File: src/rtl/posit_pkg.sv
// Shared posit FPU types: operand formats, classification flags and the class-arbiter result record.
// Pure declarations; no timing or backpressure of its own.
package posit_pkg;

  typedef enum logic [1:0] {
    POSIT32 = 2'd0,
    POSIT16 = 2'd1,
    POSIT8  = 2'd2,
    POSIT64 = 2'd3
  } posit_format_e;

  function automatic int posit_width(posit_format_e fmt);
    case (fmt)
      POSIT16: return 16;
      POSIT8:  return 8;
      POSIT64: return 64;
      default: return 32;
    endcase
  endfunction

  typedef struct packed {
    logic is_zero;
    logic is_NaR;
    logic is_pos;
    logic is_neg;
  } posit_info_t;

  // Fields sized for the widest supported arbiter; narrower instances zero-extend id/tag.
  localparam int ClassIdWidth  = 8;
  localparam int ClassTagWidth = 16;

  typedef struct packed {
    posit_info_t              info;
    logic [ClassIdWidth-1:0]  id;
    logic [ClassTagWidth-1:0] tag;
  } posit_class_res_t;

endpackage

File: src/rtl/posit_classifier.sv
// Combinational posit classifier: zero / NaR / positive / negative flags per operand.
// Zero latency, no state, no backpressure.
module posit_classifier
  import posit_pkg::*;
#(
  parameter posit_format_e pFormat     = posit_format_e'(0),
  parameter int            NumOperands = 1,
  localparam int           WIDTH       = posit_width(pFormat)
) (
  input  logic        [NumOperands-1:0][WIDTH-1:0] operands_i,
  output posit_info_t [NumOperands-1:0]            info_o
);

  always_comb begin
    info_o = '0;
    for (int i = 0; i < NumOperands; i++) begin
      logic msb;
      logic rest_zero;
      msb       = operands_i[i][WIDTH-1];
      rest_zero = ~|operands_i[i][WIDTH-2:0];
      info_o[i].is_zero = !msb && rest_zero;
      info_o[i].is_NaR  = msb && rest_zero;
      info_o[i].is_pos  = !msb && !rest_zero;
      info_o[i].is_neg  = msb && !rest_zero;
    end
  end

endmodule

File: src/rtl/posit_rr_arbiter.sv
// Round-robin arbiter: one-hot grant to the first valid index at or after ptr, wrapping.
// Grant is combinational; ptr advances past the winner on the edge a grant is issued, holds when en_i is low.
module posit_rr_arbiter #(
  parameter int  NumReq  = 4,
  localparam int IdWidth = (NumReq > 1) ? $clog2(NumReq) : 1
) (
  input  logic               clk_i,
  input  logic               rst_i,
  input  logic [NumReq-1:0]  req_i,
  input  logic               en_i,
  output logic [NumReq-1:0]  gnt_o,
  output logic [IdWidth-1:0] gnt_id_o,
  output logic               gnt_vld_o
);

  logic [IdWidth-1:0] ptr_q;
  logic               hi_found;
  logic               lo_found;
  logic [IdWidth-1:0] hi_id;
  logic [IdWidth-1:0] lo_id;

  // Two scans: first valid at/after ptr wins, otherwise the first valid overall.
  always_comb begin
    hi_found = 1'b0;
    lo_found = 1'b0;
    hi_id    = '0;
    lo_id    = '0;
    for (int i = 0; i < NumReq; i++) begin
      if (req_i[i] && !lo_found) begin
        lo_found = 1'b1;
        lo_id    = IdWidth'(i);
      end
      if (req_i[i] && !hi_found && (i >= int'(ptr_q))) begin
        hi_found = 1'b1;
        hi_id    = IdWidth'(i);
      end
    end
    gnt_vld_o = en_i && lo_found;
    gnt_id_o  = hi_found ? hi_id : lo_id;
    gnt_o     = '0;
    if (gnt_vld_o) gnt_o[gnt_id_o] = 1'b1;
  end

  always_ff @(posedge clk_i) begin
    if (rst_i) begin
      ptr_q <= '0;
    end else if (gnt_vld_o) begin
      ptr_q <= (gnt_id_o == IdWidth'(NumReq - 1)) ? '0 : gnt_id_o + IdWidth'(1);
    end
  end

endmodule

File: src/rtl/posit_class_arbiter.sv
// Shares one posit classifier among NumReq requesters with round-robin grants into a one-entry result stage.
// Latency 1 cycle; grants are withheld while the result stage is held by res_ready_i low or on flush.
module posit_class_arbiter
  import posit_pkg::*;
#(
  parameter posit_format_e pFormat  = posit_format_e'(0),
  parameter int            NumReq   = 4,
  parameter int            TagWidth = 4,
  localparam int           WIDTH    = posit_width(pFormat),
  localparam int           IdWidth  = (NumReq > 1) ? $clog2(NumReq) : 1
) (
  input  logic                               clk_i,
  input  logic                               rst_i,
  input  logic        [NumReq-1:0]           req_valid_i,
  output logic        [NumReq-1:0]           req_ready_o,
  input  logic        [NumReq-1:0][WIDTH-1:0]    req_operand_i,
  input  logic        [NumReq-1:0][TagWidth-1:0] req_tag_i,
  input  logic                               flush_i,
  output logic                               res_valid_o,
  input  logic                               res_ready_i,
  output posit_info_t                        res_info_o,
  output logic        [IdWidth-1:0]          res_id_o,
  output logic        [TagWidth-1:0]         res_tag_o
);

  logic               accept;
  logic [NumReq-1:0]  gnt;
  logic [IdWidth-1:0] gnt_id;
  logic               gnt_vld;
  logic [WIDTH-1:0]   gnt_operand;
  posit_info_t        gnt_info;
  posit_class_res_t   res_q;

  // Result stage can take a new entry when empty or draining this cycle; flush and reset block it.
  assign accept = !rst_i && !flush_i && (!res_valid_o || res_ready_i);

  posit_rr_arbiter #(
    .NumReq(NumReq)
  ) u_arb (
    .clk_i    (clk_i),
    .rst_i    (rst_i),
    .req_i    (req_valid_i),
    .en_i     (accept),
    .gnt_o    (gnt),
    .gnt_id_o (gnt_id),
    .gnt_vld_o(gnt_vld)
  );

  assign req_ready_o = gnt;
  assign gnt_operand = req_operand_i[gnt_id];

  posit_classifier #(
    .pFormat    (pFormat),
    .NumOperands(1)
  ) u_cls (
    .operands_i(gnt_operand),
    .info_o    (gnt_info)
  );

  always_ff @(posedge clk_i) begin
    if (rst_i) begin
      res_valid_o <= 1'b0;
      res_q       <= '0;
    end else if (flush_i) begin
      res_valid_o <= 1'b0;
    end else if (gnt_vld) begin
      res_valid_o <= 1'b1;
      res_q       <= '{info: gnt_info,
                       id:   ClassIdWidth'(gnt_id),
                       tag:  ClassTagWidth'(req_tag_i[gnt_id])};
    end else if (res_ready_i) begin
      res_valid_o <= 1'b0;
    end
  end

  assign res_info_o = res_q.info;
  assign res_id_o   = IdWidth'(res_q.id);
  assign res_tag_o  = TagWidth'(res_q.tag);

endmodule

File: config.mk
export PLATFORM = sky130hd
export DESIGN_NAME = posit_class_arbiter
export DESIGN_NICKNAME = d
export VERILOG_FILES = /design/src/rtl/posit_pkg.sv /design/src/rtl/posit_classifier.sv /design/src/rtl/posit_rr_arbiter.sv /design/src/rtl/posit_class_arbiter.sv
export SDC_FILE = /design/constraint.sdc
export NUM_CORES = 1
export LEC_CHECK = 0
export BUFFER_PORTS_ARGS = -buffer_cell sky130_fd_sc_hd__buf_2
export CAP_MARGIN = 20
export CORE_MARGIN = 5
export CORE_UTILIZATION = 33
export CTS_BUF_LIST = sky130_fd_sc_hd__clkbuf_16
export CTS_CLUSTER_DIAMETER = 50
export DETAILED_ROUTE_END_ITERATION = 8
export GPL_ROUTABILITY_DRIVEN = 0
export PLACE_DENSITY_LB_ADDON = 0.1
export SETUP_SLACK_MARGIN = 0.15
export SLEW_MARGIN = 10
export SYNTH_ARGS = -nofsm -noshare
export SYNTH_HDL_FRONTEND = slang
export SYNTH_SLANG_ARGS = --single-unit
File: constraint.sdc
create_clock -name clk_i -period 5 [get_ports clk_i]
set_clock_uncertainty 0.2 [all_clocks]
set_input_delay 1 -clock clk_i [delete_from_list [all_inputs] [get_ports clk_i]]
set_output_delay 1 -clock clk_i [all_outputs]
set_load 0.02 [all_outputs]
==> metrics, run 1 <==
Clock transition at path regs 40 ps; Die Span Y 69.76 um; Layout Nets 475; critical path arrival 2640 ps; gr usage total 20.73%; Final min period 3841 ps; Setup Viol. Count Final 0; Post-DRT Antenna Nets 0; hold-fix buffers at CTS 0; Post CTS Setup Buffer Count 0; area of the die 0.004866 mm2; Root Driver clkbuf_16; Worst-Margin Slew 729.4 ps; Post-Syn Instances 151; Startpoint Class input pin; fillers 349; maximum achievable frequency 260.3 MHz; Final Routed Wirelength 5315 um; # diodes 0; I/O pins 167; MaxCap Viol Count 0; max-slew violation count 0; Fin. Hold Viols 0; Final Non-Filler Cells 364; CP Data Required Time 3800 ps; EDFF count, synth 0; initial DRC count 108; hpwl dp 4764 um; unrepaired setup endpoints after global routing false; core footprint 0.003390 mm2; Worst setup EP type primary output; Seq. cell area 260.3 um2; CTS tree built; Overflow after GRT 0; CP max FO 16; Hold WS 252.1 ps; setup TNS 0 ps; Seq cells post-synth 13; # H-tree levels 1; Power per Cell Area 189.4 mW/mm2; Routed WL per cell 14.60 um; worst setup path class input pin to primary output; worst hold path cell count 2; most common cell after layout, fill and taps aside buf_2; Skew-Pair Late Insertion Delay 240 ps; Initial Util 34.77%; post-CTS sizing 0; Slew HR 51.37%; Worst path most repeated cell buf_2; syn nets 307; antenna violations before repair 0; ratio of cells with drive above 1 in the final layout 57.55%; outcome finished, final reports clean; Post-Syn Area 0.001179 mm2; worst vdd ir 165.9 uV; worst path cell trace buf_2 > and2_4 > a221oi_4 > inv_1 > ha_1 > and2_1 > buf_2; Multi-input gate area 883.3 um2; Via-to-Cell Ratio 5.060; number of I/O port buffers 166; Longest Clk Path Bufs 2; DRT Pass-1 Iters 4; leak pwr 1.066 nW; CP peak stage delay 660 ps; cts bufs inserted 3; row cnt 21; most frequent cells in the layout buf_2 (166), nor4_1 (29), dfxtp_1 (13), nand2_1 (12); Hold WC Path Type flop to flop; Synth async-reset ratio 0%; Yosys warning count 0; die width 69.76 um; clock sink total 13; placed cells 359; DRC violations left 0; largest net degree at the start of global routing 17; fin crit share 76.83%; Slowest-stage cell, CP a221oi_4; Cell variety after synth 34; Synth Flop Type dfxtp_1; vias in the first global route 1955; Layout area overhead 81.42%; global-route wire length before repair 8431 um; post-synthesis sequential area ratio 22.08%; syn avg cell area 7.805 um2; reg2reg path depth 5; DR vias 1842
layout make-up:
class	instances	share of cell area, %
clock buffer	3	3.511
multi-input combinational	129	41.31
sequential	13	12.17
clock inverter	1	0.2341
timing repair buffer	167	39.20
tap	46	2.692
inverter	5	0.8777
worst max-delay path, delay by kind of cell:
kind	cells	cell delay [ps]
compound gates	1	660
simple gates	2	310
fa+ha+maj	1	230
buf+inv	3	430
final timing paths:
kind	slack, ps	to	from
max	1160	req_ready_o[0]	req_valid_i[0]
min	250	res_tag_o[3]	res_tag_o[3]
min reg2reg	250	res_tag_o[3]	res_tag_o[3]
max reg2reg	2660	res_info_o[3]	u_arb.ptr_q[1]
power breakdown:
group | total (mW) | switching [mW] | internal (mW)
Combinational | 0.141 | 0.0669 | 0.0744
Sequential | 0.115 | 0.00461 | 0.110
Clock | 0.149 | 0.0426 | 0.106
Total | 0.405 | 0.114 | 0.291
routing by layer:
layer / global-route usage (%) / part of all wire, %
met5: 0 / 0
met4: 3.617 / 0.77
met3: 7.391 / 10
met2: 38.72 / 50
met1: 22.43 / 39
cell usage after synthesis, types with 2 or more instances:
cell type	n	share of area, %
nor2b_1	2	1.1
o211ai_1	5	3.2
mux2_2	5	4.8
a32o_1	2	1.7
and2_1	4	2.1
nand4_1	8	4.2
a21oi_1	7	3.0
nand2b_1	2	1.1
nor2_1	8	2.5
nor3_1	5	2.1
o31ai_1	2	1.3
clkbuf_1	3	0.96
ha_1	4	4.2
inv_1	5	1.6
mux2i_1	6	5.1
dfxtp_1	13	22
nand3_1	8	3.4
nor4_1	29	15
nand2_1	12	3.8
o21ai_0	7	3.0
sequential cells by signal (all words and copies together), names as in the netlist:
name / flops
res_info_o: 4
res_tag_o: 4
res_id_o: 2
u_arb.ptr_q: 2
res_valid_o: 1
through the flow:
stage          cell area [um2]  util [%]  setup slack [ps]  total power [mW]
3_3_place_gp              2051     60.50              1205            0.2552
2_1_floorplan             1179         -              1568            0.1818
4_1_cts                   2131     62.86              1139            0.4067
3_5_place_dp              2051     60.50              1138            0.2575
6_report                  2138     63.09              1159            0.4050
5_1_grt                   2138     63.09             975.1            0.4279
logic make-up after synthesis:
group                    count (synthesis)  synth area share [%]
buffers and inverters                    9                 2.972
AND/OR/NAND/NOR                         83                 40.55
AO/OA/AOI/OAI                           30                 19.11
multiplexers                            12                 11.04
flip-flops                              13                 22.08
adder cells (fa/ha/maj)                  4                 4.246
(Power assumes the default switching activity.)
==> run 2, diff against run 1 <==
--- a/config.mk
+++ b/config.mk
@@ -8,7 +8,7 @@
 export BUFFER_PORTS_ARGS = -buffer_cell sky130_fd_sc_hd__buf_2
 export CAP_MARGIN = 20
 export CORE_MARGIN = 5
-export CORE_UTILIZATION = 33
+export CORE_UTILIZATION = 27
 export CTS_BUF_LIST = sky130_fd_sc_hd__clkbuf_16
 export CTS_CLUSTER_DIAMETER = 50
 export DETAILED_ROUTE_END_ITERATION = 8
==> constraint.sdc (replaced) <==
create_clock -name clk_i -period 3.1 [get_ports clk_i]
set_clock_uncertainty 0.2 [all_clocks]
set_input_delay 0.62 -clock clk_i [delete_from_list [all_inputs] [get_ports clk_i]]
set_output_delay 0.62 -clock clk_i [all_outputs]
set_load 0.02 [all_outputs]
==> run 2 against run 1 <==
  * Final cell count grew 1.9%
  * Clock-buffer cell count is the same
  * Hold slack gained 1.1 ps
  * Register-to-register slack lost 1800 ps
  * Sequential share of layout area shrank 0.078 points
  * Non-clock buffer count grew 1
  * Total power grew 62%
  * Critical path depth grew 1
  * Via count shrank 0.76%
  * First-iteration DRC count shrank 57%
==> metrics, run 2 (synthesized netlist as in run 1, its figures left out) <==
Final min period 2844 ps; row cnt 24; reg2reg path depth 6; Clock transition at path regs 40 ps; Layout area overhead 82.59%; ratio of cells with drive above 1 in the final layout 57.37%; Fin. Hold Viols 0; outcome finished, final reports clean; critical path's top delay family simple AND/OR/NAND/NOR gates; die width 76.07 um; DR vias 1828; # H-tree levels 1; unrepaired setup endpoints after global routing false; worst path cell trace buf_2 > and2_4 > o211a_4 > nor2_8 > inv_1 > ha_1 > and2_1 > buf_2; vias in the first global route 1898; initial DRC count 46; CP Data Required Time 2280 ps; CP max FO 10; DRC violations left 0; Die Span Y 76.07 um; core footprint 0.004294 mm2; fillers 428; number of I/O port buffers 166; Initial Util 27.45%; Worst-Margin Slew 612.2 ps; WP depth 8; Final Routed Wirelength 5250 um; CP peak stage delay 280 ps; Layout Nets 476; worst setup path class input pin to primary output; area of the die 0.005787 mm2; DRT Pass-1 Iters 4; MaxCap Viol Count 0; Startpoint Class input pin; Slowest-stage cell, CP o211a_4; Bufs and invs on worst path 3; antenna violations before repair 0; Routed WL per cell 14.15 um; Post CTS Setup Buffer Count 0; Skew-Pair Late Insertion Delay 240 ps; gr usage total 17.30%; critical path arrival 2020 ps; max-slew violation count 0; hold-fix buffers at CTS 0; worst hold path cell count 2; Worst setup EP type primary output; Post-DRT Antenna Nets 0; I/O pins 167; most common cell after layout, fill and taps aside buf_2; Root Driver clkbuf_16; fin crit share 91.73%; maximum achievable frequency 351.7 MHz; Final Non-Filler Cells 371; # diodes 0; Via-to-Cell Ratio 4.927; cts bufs inserted 3; placed cells 367; post-CTS sizing 0; placement-stage cell area 0.002073 mm2; clock sink total 13; Setup Viol. Count Final 0; global-route wire length before repair 8397 um; setup TNS 0 ps; Power per Cell Area 304.6 mW/mm2; post-layout instance area 0.002152 mm2; Longest Clk Path Bufs 2; worst vdd ir 188.3 uV; Hold WC Path Type flop to flop; leak pwr 1.073 nW; most frequent cells in the layout buf_2 (166), nor4_1 (29), dfxtp_1 (13), nand2_1 (12); CTS tree built; Overflow after GRT 0; Worst path most repeated cell buf_2; largest net degree at the start of global routing 14; hpwl dp 4728 um; Slew HR 58.85%
==> run 2: cell types whose count changed in the layout (fill, tap and decap cells not counted), sizes merged <==
cell    previous run  this run
clkbuf             4         3
inv                5         6
buf              166       168
clkinv             1         0
==> run 2: power by group <==
part           internal, mW  switching (mW)
clock                 0.170          0.0694
combinational         0.122           0.109
sequential            0.178         0.00730
==> run 2: stage by stage <==
| step | worst slack, ps | hold WS [ps] | power [mW] | util (%) |
|---|---|---|---|---|
| floorplan | 427.8 | 308.8 | 0.2932 | - |
| global placement | 278.4 | 251.4 | 0.4175 | 48.28 |
| detailed placement | 251.0 | 248.1 | 0.4206 | 48.28 |
| CTS | 246.9 | 255.6 | 0.6642 | 50.12 |
| global route | 185.8 | 284.9 | 0.6995 | 50.12 |
| finish | 256.5 | 253.2 | 0.6556 | 50.12 |
==> run 2: final timing paths <==
check                                     from        endpoint  slack [ps]
worst max register to register  u_arb.ptr_q[1]   res_info_o[3]         860
worst min-delay path               res_id_o[1]     res_id_o[1]         250
worst min register to register     res_id_o[1]     res_id_o[1]         250
worst max-delay path            req_valid_i[0]  req_ready_o[1]         260
==> run 2: final cells by class <==
cell class	instances	area, um2	area share, %
multi-input cells	129	883.3	41.05
repair buffers	168	845.8	39.30
flip-flops and latches	13	260.3	12.09
clock buffers	3	75.07	3.488
well taps	52	65.06	3.023
inverters	5	18.77	0.8721
clock inverters	1	3.754	0.1744
==> run 2: worst reg2reg max path, cell delays in order, from the launching register on <==
cell and delay (ps):
dfxtp_1 460, mux2i_1 220, nor2_1 80, a221oi_4 280, buf_4 270, mux2_2 370, a32o_1 250
==> run 2: routing by layer <==
metal / global-route usage, % / part of all wire [%]
met5: 0 / 0
met4: 4.371 / 1.5
met3: 5.083 / 8.6
met2: 31.08 / 52
met1: 19.83 / 38
